--- src/rtl/ddr_cmd_dispatch.sv ---
// Consumer side of the DDR request FIFOs: pops write/read requests and drives the
// MIG-style app command and write-data channels. Every output comes from a flop.
module ddr_cmd_dispatch #(
  parameter int ADDR_W = 27,
  parameter int APP_DW = 64,
  parameter int CNT_W  = 16
) (
  input  logic                  clk,
  input  logic                  resetn,
  input  logic                  init_calib_complete,
  input  logic [ADDR_W-1:0]     wr_adx_in,
  input  logic [2*APP_DW-1:0]   wr_data_in,
  input  logic                  has_wr_adx,
  input  logic                  has_wr_data,
  output logic                  get_wr_adx,
  output logic                  get_wr_data,
  input  logic [ADDR_W-1:0]     rd_adx_in,
  input  logic                  has_rd_req,
  output logic                  get_rd_req,
  output logic [ADDR_W-1:0]     app_addr,
  output logic [2:0]            app_cmd,
  output logic                  app_en,
  input  logic                  app_rdy,
  output logic [APP_DW-1:0]     app_wdf_data,
  output logic                  app_wdf_wren,
  output logic                  app_wdf_end,
  output logic [APP_DW/8-1:0]   app_wdf_mask,
  input  logic                  app_wdf_rdy,
  output logic                  busy,
  output logic [CNT_W-1:0]      wr_issued,
  output logic [CNT_W-1:0]      rd_issued
);

  typedef enum logic [2:0] {S_IDLE, S_WD_LO, S_WD_HI, S_WCMD, S_RCMD} state_t;

  state_t              state_q, state_d;
  logic                get_wr_q, get_wr_d;
  logic                get_rd_q, get_rd_d;
  logic                last_wr_q, last_wr_d;
  logic [ADDR_W-1:0]   wadx_q, wadx_d;
  logic [APP_DW-1:0]   wdata_hi_q, wdata_hi_d;
  logic [ADDR_W-1:0]   app_addr_q, app_addr_d;
  logic [2:0]          app_cmd_q, app_cmd_d;
  logic                app_en_q, app_en_d;
  logic [APP_DW-1:0]   wdf_data_q, wdf_data_d;
  logic                wren_q, wren_d;
  logic                wend_q, wend_d;
  logic                busy_q, busy_d;
  logic [CNT_W-1:0]    wr_cnt_q, wr_cnt_d;
  logic [CNT_W-1:0]    rd_cnt_q, rd_cnt_d;
  logic                wr_ok, rd_ok, arb;

  // A grant is a registered pop strobe issued while the state is still IDLE;
  // the following edge latches the FIFO head and enters the data/command state.
  always_comb begin
    state_d    = state_q;
    get_wr_d   = 1'b0;
    get_rd_d   = 1'b0;
    last_wr_d  = last_wr_q;
    wadx_d     = wadx_q;
    wdata_hi_d = wdata_hi_q;
    app_addr_d = app_addr_q;
    app_cmd_d  = app_cmd_q;
    app_en_d   = app_en_q;
    wdf_data_d = wdf_data_q;
    wren_d     = wren_q;
    wend_d     = wend_q;
    wr_cnt_d   = wr_cnt_q;
    rd_cnt_d   = rd_cnt_q;
    arb        = 1'b0;
    wr_ok      = init_calib_complete & has_wr_adx & has_wr_data;
    rd_ok      = init_calib_complete & has_rd_req;

    case (state_q)
      S_IDLE: begin
        if (get_wr_q) begin
          state_d    = S_WD_LO;
          last_wr_d  = 1'b1;
          wadx_d     = wr_adx_in;
          wdata_hi_d = wr_data_in[2*APP_DW-1:APP_DW];
          wdf_data_d = wr_data_in[APP_DW-1:0];
          wren_d     = 1'b1;
        end else if (get_rd_q) begin
          state_d    = S_RCMD;
          last_wr_d  = 1'b0;
          app_addr_d = rd_adx_in;
          app_cmd_d  = 3'b001;
          app_en_d   = 1'b1;
        end else begin
          arb = 1'b1;
        end
      end
      S_WD_LO: begin
        if (app_wdf_rdy) begin
          state_d    = S_WD_HI;
          wdf_data_d = wdata_hi_q;
          wend_d     = 1'b1;
        end
      end
      S_WD_HI: begin
        if (app_wdf_rdy) begin
          state_d    = S_WCMD;
          wren_d     = 1'b0;
          wend_d     = 1'b0;
          app_addr_d = wadx_q;
          app_cmd_d  = 3'b000;
          app_en_d   = 1'b1;
        end
      end
      S_WCMD: begin
        if (app_rdy) begin
          state_d  = S_IDLE;
          app_en_d = 1'b0;
          wr_cnt_d = wr_cnt_q + CNT_W'(1);
          arb      = 1'b1;
        end
      end
      S_RCMD: begin
        if (app_rdy) begin
          state_d  = S_IDLE;
          app_en_d = 1'b0;
          rd_cnt_d = rd_cnt_q + CNT_W'(1);
          arb      = 1'b1;
        end
      end
      default: state_d = S_IDLE;
    endcase

    // Strict alternation when both queues are eligible.
    if (arb) begin
      if (wr_ok && (!rd_ok || !last_wr_q)) get_wr_d = 1'b1;
      else if (rd_ok)                      get_rd_d = 1'b1;
    end
    busy_d = (state_d != S_IDLE);
  end

  always_ff @(posedge clk or negedge resetn) begin
    if (!resetn) begin
      state_q    <= S_IDLE;
      get_wr_q   <= 1'b0;
      get_rd_q   <= 1'b0;
      last_wr_q  <= 1'b0;
      wadx_q     <= '0;
      wdata_hi_q <= '0;
      app_addr_q <= '0;
      app_cmd_q  <= '0;
      app_en_q   <= 1'b0;
      wdf_data_q <= '0;
      wren_q     <= 1'b0;
      wend_q     <= 1'b0;
      busy_q     <= 1'b0;
      wr_cnt_q   <= '0;
      rd_cnt_q   <= '0;
    end else begin
      state_q    <= state_d;
      get_wr_q   <= get_wr_d;
      get_rd_q   <= get_rd_d;
      last_wr_q  <= last_wr_d;
      wadx_q     <= wadx_d;
      wdata_hi_q <= wdata_hi_d;
      app_addr_q <= app_addr_d;
      app_cmd_q  <= app_cmd_d;
      app_en_q   <= app_en_d;
      wdf_data_q <= wdf_data_d;
      wren_q     <= wren_d;
      wend_q     <= wend_d;
      busy_q     <= busy_d;
      wr_cnt_q   <= wr_cnt_d;
      rd_cnt_q   <= rd_cnt_d;
    end
  end

  assign get_wr_adx   = get_wr_q;
  assign get_wr_data  = get_wr_q;
  assign get_rd_req   = get_rd_q;
  assign app_addr     = app_addr_q;
  assign app_cmd      = app_cmd_q;
  assign app_en       = app_en_q;
  assign app_wdf_data = wdf_data_q;
  assign app_wdf_wren = wren_q;
  assign app_wdf_end  = wend_q;
  assign app_wdf_mask = '0;
  assign busy         = busy_q;
  assign wr_issued    = wr_cnt_q;
  assign rd_issued    = rd_cnt_q;

endmodule

--- config.mk ---
export PLATFORM = sky130hd
export DESIGN_NAME = ddr_cmd_dispatch
export DESIGN_NICKNAME = d
export VERILOG_FILES = /design/src/rtl/ddr_cmd_dispatch.sv
export SDC_FILE = /design/constraint.sdc
export NUM_CORES = 1
export LEC_CHECK = 0
export ABC_CLOCK_PERIOD_IN_PS = 3650
export CAP_MARGIN = 5
export CELL_PAD_IN_SITES_DETAIL_PLACEMENT = 0
export CELL_PAD_IN_SITES_GLOBAL_PLACEMENT = 1
export CORE_ASPECT_RATIO = 1.5
export CORE_MARGIN = 2
export CORE_UTILIZATION = 38
export DETAILED_ROUTE_END_ITERATION = 12
export PLACE_DENSITY = 0.82
export SYNTH_ARGS = -nofsm -noshare
export SYNTH_HDL_FRONTEND = slang
export SYNTH_SLANG_ARGS = --single-unit
--- constraint.sdc ---
create_clock -name clk -period 3.65 [get_ports clk]
set_input_delay 0.365 -clock clk [delete_from_list [all_inputs] [get_ports clk]]
set_output_delay 0.365 -clock clk [all_outputs]
set_load 0.01 [all_outputs]
# --- After elaboration in Yosys (flattened, before gate mapping) ---
# Cells that the tools add are included.
# W data, S select, Z words.
totals:
  elab_cells: 88
  regBits: 227
  in_bits: 190
op_classes:
  bitwise_logic: 3
  n_addsub: 2
  mux: 37
  n_eq_ne: 10
  reduce_logical: 21
ops:
  columns: ["operator", "count"]
  rows:
  - ["$mux W64", 2]
  - ["$pmux W64 S2", 1]
  - ["$mux W27", 3]
  - ["$pmux W27 S2", 1]
  - ["$add A16 B1 Y16 const B", 2]
  - ["$mux W3", 8]
  - ["$mux W1", 16]
  - ["$pmux W3 S4", 1]
  - ["$ne A2 B2 Y1 const B", 5]
  - ["$reduce_and A3 Y1", 3]
  - ["$reduce_and A2 Y1", 4]
  - ["$reduce_bool A2 Y1", 4]
  - ["$eq A3 B2 Y1 const B", 2]
  - ["$pmux W1 S2", 3]
  - ["$pmux W3 S2", 1]
  - ["$reduce_bool A3 Y1", 2]
  - ["$reduce_and A5 Y1", 1]
  - ["$reduce_and A4 Y1", 1]
  - ["$and A1 B1 Y1", 3]
  - ["$eq A3 B1 Y1 const B", 1]
  - ["$eq A3 B3 Y1 const B", 1]
  - ["$logic_not A3 Y1", 1]
  - ["$pmux W1 S3", 1]
  - ["$logic_not A1 Y1", 2]
  - ["4 further kinds", 4]

# --- Longest topological paths before layout ---
# Gate-level depths: netlist of the first run.
depth:
  depth_word: 6
  ltp_mapped: 7

# --- Worst setup path before layout of the first run ---
# Ideal clock, no wire load.
synth_path:
  path_type: "reg2reg"
  startpoint: "register state_q[1]"
  endpoint: "register wadx_q[0]"
  setup_slack_ns: 2.030
  period_less_slack_ns: 1.620
  required_ns: 3.522
  n_path_buf: 2
  setup_time_ns: 0.128
  arrival_time_ns: 1.492
  stages_incl_launch_ff: 6
  cell_sequence: "dfrtp_1 nor3_1 and2_1 buf_2 buf_4 mux2_1"
synth_via:
  elab_chain_cells: 2
synth_lines:
  columns: ["item", "line_no", "rtl"]
  rows:
  - ["from (decl)", "36", "state_t state_q, state_d;"]
  - ["from (signal assigned)", "155", "state_q <= state_d;"]
  - ["$logic_not A3 Y1", "74", "case (state_q)"]
  - ["$reduce_and A2 Y1 (no line)", null, null]
  - ["to (signal assigned)", "159", "wadx_q <= wadx_d;"]
  - ["to (decl)", "40", "logic [ADDR_W-1:0] wadx_q, wadx_d;"]
# Every way passes these cells.
# A chain may end at the register's enable or synchronous reset.

# --- Worst setup path after layout of the first run ---
layout_path:
  startpoint: "register state_q[1]"
  endpoint: "register wdata_hi_q[6]"
layout_via:
  elab_chain_cells: 2
layout_lines:
  columns: ["item", "line_no", "rtl"]
  rows:
  - ["$logic_not A3 Y1", "74", null]
  - ["$reduce_and A2 Y1 (no line)", null, null]
  - ["to (signal assigned)", "160", "wdata_hi_q <= wdata_hi_d;"]
  - ["to (decl)", "41", "logic [APP_DW-1:0] wdata_hi_q, wdata_hi_d;"]
# Every way passes these cells.

==> qor.txt, run 1 <==
Status -> finished, final reports clean
Post-synth top area share -> 58.0%
Worst Tran Pin Value -> 0.947 ns
DRC -> 0
Endpoints failing hold -> 0
Vias in the first global route -> 7142
Port Buffers -> 320
CTS tree -> yes
Post_cts resized -> 0
Iter 0 DRT Violations -> 214
Ys flop type -> dfrtp_1
Grt ovf -> 0
Syn Inst Count -> 784
Share of post-route cells with drive strength above 1 -> 8.45%
Unique masters post-synth -> 49
Kind of critical path -> reg -> reg
Slew HR -> 36.9%
Area contributors post-synth -> dfrtp_1 58%, mux2i_1 9.5%, mux2_1 7.9%
CP max FO -> 42
Worst Clk Skew -> 0.0183 ns
Tcrit/Tclk final -> 62.0%
DP Area -> 13200 sq um
Final WL -> 25200 microns
# clock sinks -> 225
Total CTS buffers -> 24
Post-route cell area -> 14000 sq um
Synth area leader -> dfrtp_1
Core area -> 25100 sq um
Hold Crit Class -> in -> reg
DR pass1 iterations -> 4
Dpl hpwl -> 18000 microns
Vias per Instance -> 4.77
Final #Nets -> 1289
Syn_area_per_cell -> 12.4 sq um
Leak -> 6.11 nW
Root Buffer -> clkbuf_16
CP required -> 4.04 ns
Antenna violations before repair -> 1
Reg area -> 5630 sq um
EDFF count, synth -> 0
Clk pin slew, worst setup/hold paths -> 0.06 ns
Flops & latches, synth -> 225
Die Height -> 200 microns
Die area -> 26800 sq um
Antenna-violating nets left -> 0
H-tree levels -> 1
Clock insertion delay at the later pin of the skew report -> 0.51 ns
Initial Utilization -> 38.7%
Multi-input gate area -> 3750 sq um
Cell row count -> 71
Peak VDD IR -> 0.406 mV
WL per Instance -> 17.5 microns
Async SR Flop Fraction -> 100%
Setup Viol. Count Final -> 0
Area growth syn-to-layout -> 43.8%
F_max -> 442 MHz
Critical path data arrival time -> 2.65 ns
Largest net degree at the start of global routing -> 129
Ports -> 331
RSZ-0062 raised after global routing -> false
Max Cap Viol -> 0
Final Slew Violations -> 0
Cell area after synthesis -> 9700 sq um
Fill cell count -> 2175
Startpoint types -> flop
Gr usage total -> 18.4%
Setup crit end kind -> flop
Max clock buf depth -> 3
Pwr dens -> 727 nW/um^2
Via Count -> 6876
Die width -> 134 microns
Yosys Warn Count -> 0
Tmin final -> 2.26 ns
First-pass GRT wire length -> 38800 microns
Pwr Total -> 10.1 mW
Sum Neg Setup Slack -> 0 ns
GPL Wtd Cong -> 0.787
Register area share after synthesis -> 58.0%
[through the flow]
stage	worst slack [ns]	utilization (%)	cells	hold WS (ns)
2_1_floorplan	2.03	-	793	0.0694
3_3_place_gp	1.36	52.5	1398	0.459
3_5_place_dp	1.33	52.5	1398	0.466
4_1_cts	1.33	55.7	1441	0.421
5_1_grt	1.20	55.7	1442	0.432
6_report	1.39	55.7	1442	0.447
[final cells by class]
type,count,share of cell area [%]
antenna,1,0.0179
clock inverter,5,0.206
tap,328,2.94
sequential,225,40.4
clock buffer,37,5.38
multi-input combinational,507,26.9
timing repair buffer,333,24.1
inverter,6,0.161
[cell usage after synthesis (all sizes together) (2+ instances only)]
library cell,instances
ha,2
inv,6
nor3,10
nand3,7
and3,4
a21oi,31
o21ai,67
buf,48
nand2,86
dfrtp,225
nor2,38
a21o,2
or2,2
clkbuf,7
nor4,3
xor2,12
and2,7
mux2i,92
nand4,6
xnor2,18
mux2,92
[final timing paths]
path	start	endpoint	slack, ns	cells after the start
worst max register to register	state_q[1]	wdata_hi_q[6]	1.39	4
worst min-delay path	init_calib_complete	get_rd_req	0.45	2
worst min register to register	rd_issued[15]	rd_issued[15]	0.47	1
worst max-delay path	state_q[1]	wdata_hi_q[6]	1.39	4
min in group asynchronous	resetn	wr_issued[5]	0.54	2
max in group asynchronous	resetn	app_wdf_data[22]	2.18	3
[power breakdown]
part | total, mW | leakage [nW] | switching [mW] | internal, mW
combinational | 3.67 | 2.88 | 1.64 | 2.04
sequential | 4.10 | 2.84 | 0.594 | 3.50
clock | 2.38 | 0.390 | 0.968 | 1.41
[sequential cells by signal (all words and copies together) (netlist names)]
signal and flops:
wdata_hi_q 64, app_wdf_wren 1, app_en 1, wadx_q 27, wr_issued 16, app_addr 27, state_q 3, last_wr_q 1
get_rd_req 1, app_wdf_data 64, rd_issued 16, app_cmd 1, get_wr_adx 1, app_wdf_end 1, busy 1
[placed cells by master (no fill, tap or decap), types with 10 or more instances in the layout]
| cell type | n |
|---|---|
| nor2_1 | 38 |
| conb_1 | 10 |
| mux2i_1 | 92 |
| xor2_1 | 12 |
| dfrtp_1 | 225 |
| clkdlybuf4s50_1 | 319 |
| mux2_2 | 24 |
| a21oi_1 | 31 |
| xnor2_1 | 18 |
| mux2_1 | 68 |
| o21ai_1 | 49 |
| nand2_1 | 86 |
| clkbuf_16 | 25 |
| o21ai_0 | 17 |
[cells by family (layout without fill, tap and decap cells)]
family | count (synthesis) | count (layout) | share of synthesized area (%)
multiplexers | 184 | 184 | 20.2
flip-flops | 225 | 225 | 58.0
adder cells (fa/ha/maj) | 2 | 2 | 0.258
other | 1 | 11 | 0.0387
AO/OA/AOI/OAI | 107 | 107 | 5.81
XOR/XNOR | 30 | 30 | 2.71
buffers and inverters | 61 | 381 | 4.01
AND/OR/NAND/NOR | 174 | 174 | 8.95
[critical path, stage by stage, from the launching register on]
cell,delay [ns]
dfrtp_1,0.56
nor3_1,0.32
and2_4,0.55
buf_12,0.32
mux2_2,0.37
[per-layer routing]
| layer | track usage (%) | part of all wire (%) | vias up |
|---|---|---|---|
| li1 | - | - | 3310 |
| met1 | 22.2 | 39 | 3296 |
| met2 | 32.5 | 51 | 231 |
| met3 | 4.16 | 6.6 | 39 |
| met4 | 5.77 | 2.8 | 0 |
| met5 | 0 | 0 | - |
[repair_timing]
| item | in CTS | in global routing |
|---|---|---|
| buffers inserted | 0 | 0 |
| hold buffers | 1 | 0 |
| hold endpoints to repair | 62 | 0 |
No activity file was read; power rests on OpenSTA's default activity.
==> run 2, diff against run 1 <==
ABC_CLOCK_PERIOD_IN_PS = 2280   (was 3650)
CORE_UTILIZATION = 35   (was 38)
PLACE_DENSITY = 0.76   (was 0.82)
clock period = 2.28 ns   (was 3.65 ns; I/O delays follow)
==> run 2 against run 1 <==
Net effect:
- largest cell class unchanged
- final area up 1.3%
- global-route usage down 0.35 points
- sequential share of layout area down 0.51 points
- fmax up 18%
- critical path depth unchanged
- register-to-register slack worse by 1.0 ns
- non-clock buffer count up 8
==> qor.txt, run 2 (synthesized netlist as in run 1, its figures left out) <==
Critical path data arrival time -> 2.31 ns (-0.34 ns)
Reg area -> 5630 sq um (unchanged)
Met3 Usage GRT -> 3.64% (-0.52 points)
Final WL -> 26400 microns (+4.8%)
Psw -> 5.25 mW (+64%)
Tmin final -> 1.92 ns (-0.341 ns)
Met2 usage -> 32.2% (-0.27 points)
Final #Nets -> 1297 (+0.62%)
M1 GR Usage -> 21.5% (-0.71 points)
Cell row count -> 74 (+4.2%)
Die width -> 140 microns (+4.1%)
Multi-input gate area -> 3750 sq um (unchanged)
Root Buffer -> clkbuf_16
Setup crit end kind -> flop
Max Cap Viol -> 0 (unchanged)
Vias in the first global route -> 7460 (+4.5%)
Hold Crit Class -> in -> async
Max clock buf depth -> 3 (unchanged)
F_max -> 521 MHz (+18%)
Iter 0 DRT Violations -> 305 (+43%)
CP required -> 2.67 ns (-1.37 ns)
Largest net degree at the start of global routing -> 67 (-48%)
Worst Clk Skew -> 0.0104 ns (-0.00789 ns)
Clock power share -> 22.8% (-0.6 points)
Endpoints failing hold -> 0 (unchanged)
DR pass1 iterations -> 5 (+1)
Share of post-route cells with drive strength above 1 -> 8.95% (+0.51 points)
Setup Viol. Count Final -> 0 (unchanged)
Via Count -> 6973 (+1.4%)
WL per Instance -> 18.0 microns (+3.2%)
Clock insertion delay at the later pin of the skew report -> 0.51 ns (about the same)
Die area -> 29100 sq um (+8.4%)
Initial Utilization -> 35.6% (-3.1 points)
Total CTS buffers -> 24 (unchanged)
Commonest non-fill, non-tap cell in the layout -> clkdlybuf4s50_1
CTS tree -> yes
Kind of critical path -> reg -> reg
Dpl hpwl -> 19400 microns (+7.8%)
Sum Neg Setup Slack -> 0 ns (unchanged)
CP max FO -> 48 (+14%)
Startpoint types -> flop
GPL Wtd Cong -> 0.761 (-3.3%)
DRC -> 0 (unchanged)
Flop pwr share -> 39.7% (-0.7 points)
Sw frac -> 31.9% (+0.34 points)
# clock sinks -> 225 (unchanged)
Worst Tran Pin Value -> 0.513 ns (-0.434 ns)
Slew HR -> 65.7% (+29 points)
Core area -> 27200 sq um (+8.7%)
Pwr dens -> 1170 nW/um^2 (+60%)
Status -> finished, final reports clean
Final Core Density -> 51.9% (-3.8 points)
Dpl ws -> 0.287 ns (-1.05 ns)
Most frequent cells in the layout -> 319 x clkdlybuf4s50_1, 225 x dfrtp_1, 92 x mux2i_1, 86 x nand2_1, 68 x mux2_1
Gr usage total -> 18.0% (-0.35 points)
Leak -> 6.16 nW (+0.92%)
Port Buffers -> 320 (unchanged)
Worst hold margin -> 0.214 ns (-0.233 ns)
RSZ-0062 raised after global routing -> false
Die Height -> 208 microns (+4.1%)
Antenna violations before repair -> 6 (+5)
Antenna-violating nets left -> 0 (unchanged)
H-tree levels -> 1 (unchanged)
Tcrit/Tclk final -> 84.2% (+22 points)
Post_cts resized -> 0 (unchanged)
Clk pin slew, worst setup/hold paths -> 0.06 ns (about the same)
Vias per Instance -> 4.76 (-0.11%)
Comb pwr share -> 37.4% (+1.2 points)
Fill cell count -> 2435 (+12%)
Area growth syn-to-layout -> 45.7%
Grt peak-use layer -> met2
Int Pwr -> 11.2 mW (+62%)
Final Slew Violations -> 0 (unchanged)
Peak VDD IR -> 0.755 mV (+86%)
Grt ovf -> 0 (unchanged)
First-pass GRT wire length -> 41800 microns (+7.6%)
Ports -> 331 (unchanged)
Worst setup margin -> 0.359 ns (-1.03 ns)
run 2: cell types whose count changed in the layout (fill, tap and decap cells not counted), sizes merged:
cell and change:
buf +8, clkbuf -7, diode +4, clkinvlp +2, bufinv +1
run 2: worst paths after layout:
kind	start	to	cells past startpoint	slack (ns)
setup / recovery	state_q[1]	wdata_hi_q[48]	4	0.36
hold / removal	resetn	wr_issued[9]	2	0.21
setup reg to reg	state_q[1]	wdata_hi_q[48]	4	0.36
hold reg to reg	rd_issued[15]	rd_issued[15]	1	0.48
max in group asynchronous	resetn	app_wdf_data[3]	3	1.38
min in group clk	init_calib_complete	get_rd_req	2	0.30
run 2: worst max-delay path, cell delays in order (launching register included):
cell and delay, ns:
dfrtp_1 0.47, nor3_1 0.37, and2_4 0.27, buf_12 0.27, mux2_1 0.36
run 2: final cells by class:
type	count	share of cell area [%]
inverters	6	0.159
clock inverters	8	0.496
clock buffers	30	4.77
diodes	5	0.0886
well taps	342	3.03
repair buffers	341	25.1
multi-input cells	507	26.5
flip-flops and latches	225	39.8
run 2: timing repair:
item / CTS / global route
setup buffers: 0 / 0
hold buffers: 1 / 0
hold endpoints to repair: 41 / 0
run 2: metrics by stage:
step | power, mW | area [sq um] | cells
after floorplan | 9.75 | 9730 | 793
after global placement | 12.8 | 13400 | 1420
after detailed placement | 12.9 | 13400 | 1420
after CTS | 16.8 | 14100 | 1459
after global routing | 17.6 | 14100 | 1464
final | 16.5 | 14100 | 1464
run 2: routing by layer:
layer | vias to the layer above | share of wire (%)
met5 | - | 0.049
met4 | 2 | 2.9
met3 | 45 | 6.1
met2 | 227 | 53
met1 | 3368 | 38
li1 | 3331 | -
run 2: power groups by stage:
| stage | Clock (mW) | Sequential [mW] | Combinational [mW] |
|---|---|---|---|
| 2_1_floorplan | 0 | 6.79 | 2.96 |
| 3_3_place_gp | 0 | 6.58 | 6.17 |
| 3_5_place_dp | 0 | 6.63 | 6.29 |
| 4_1_cts | 3.89 | 6.57 | 6.30 |
| 5_1_grt | 4.06 | 6.78 | 6.76 |
| 6_report | 3.76 | 6.55 | 6.17 |
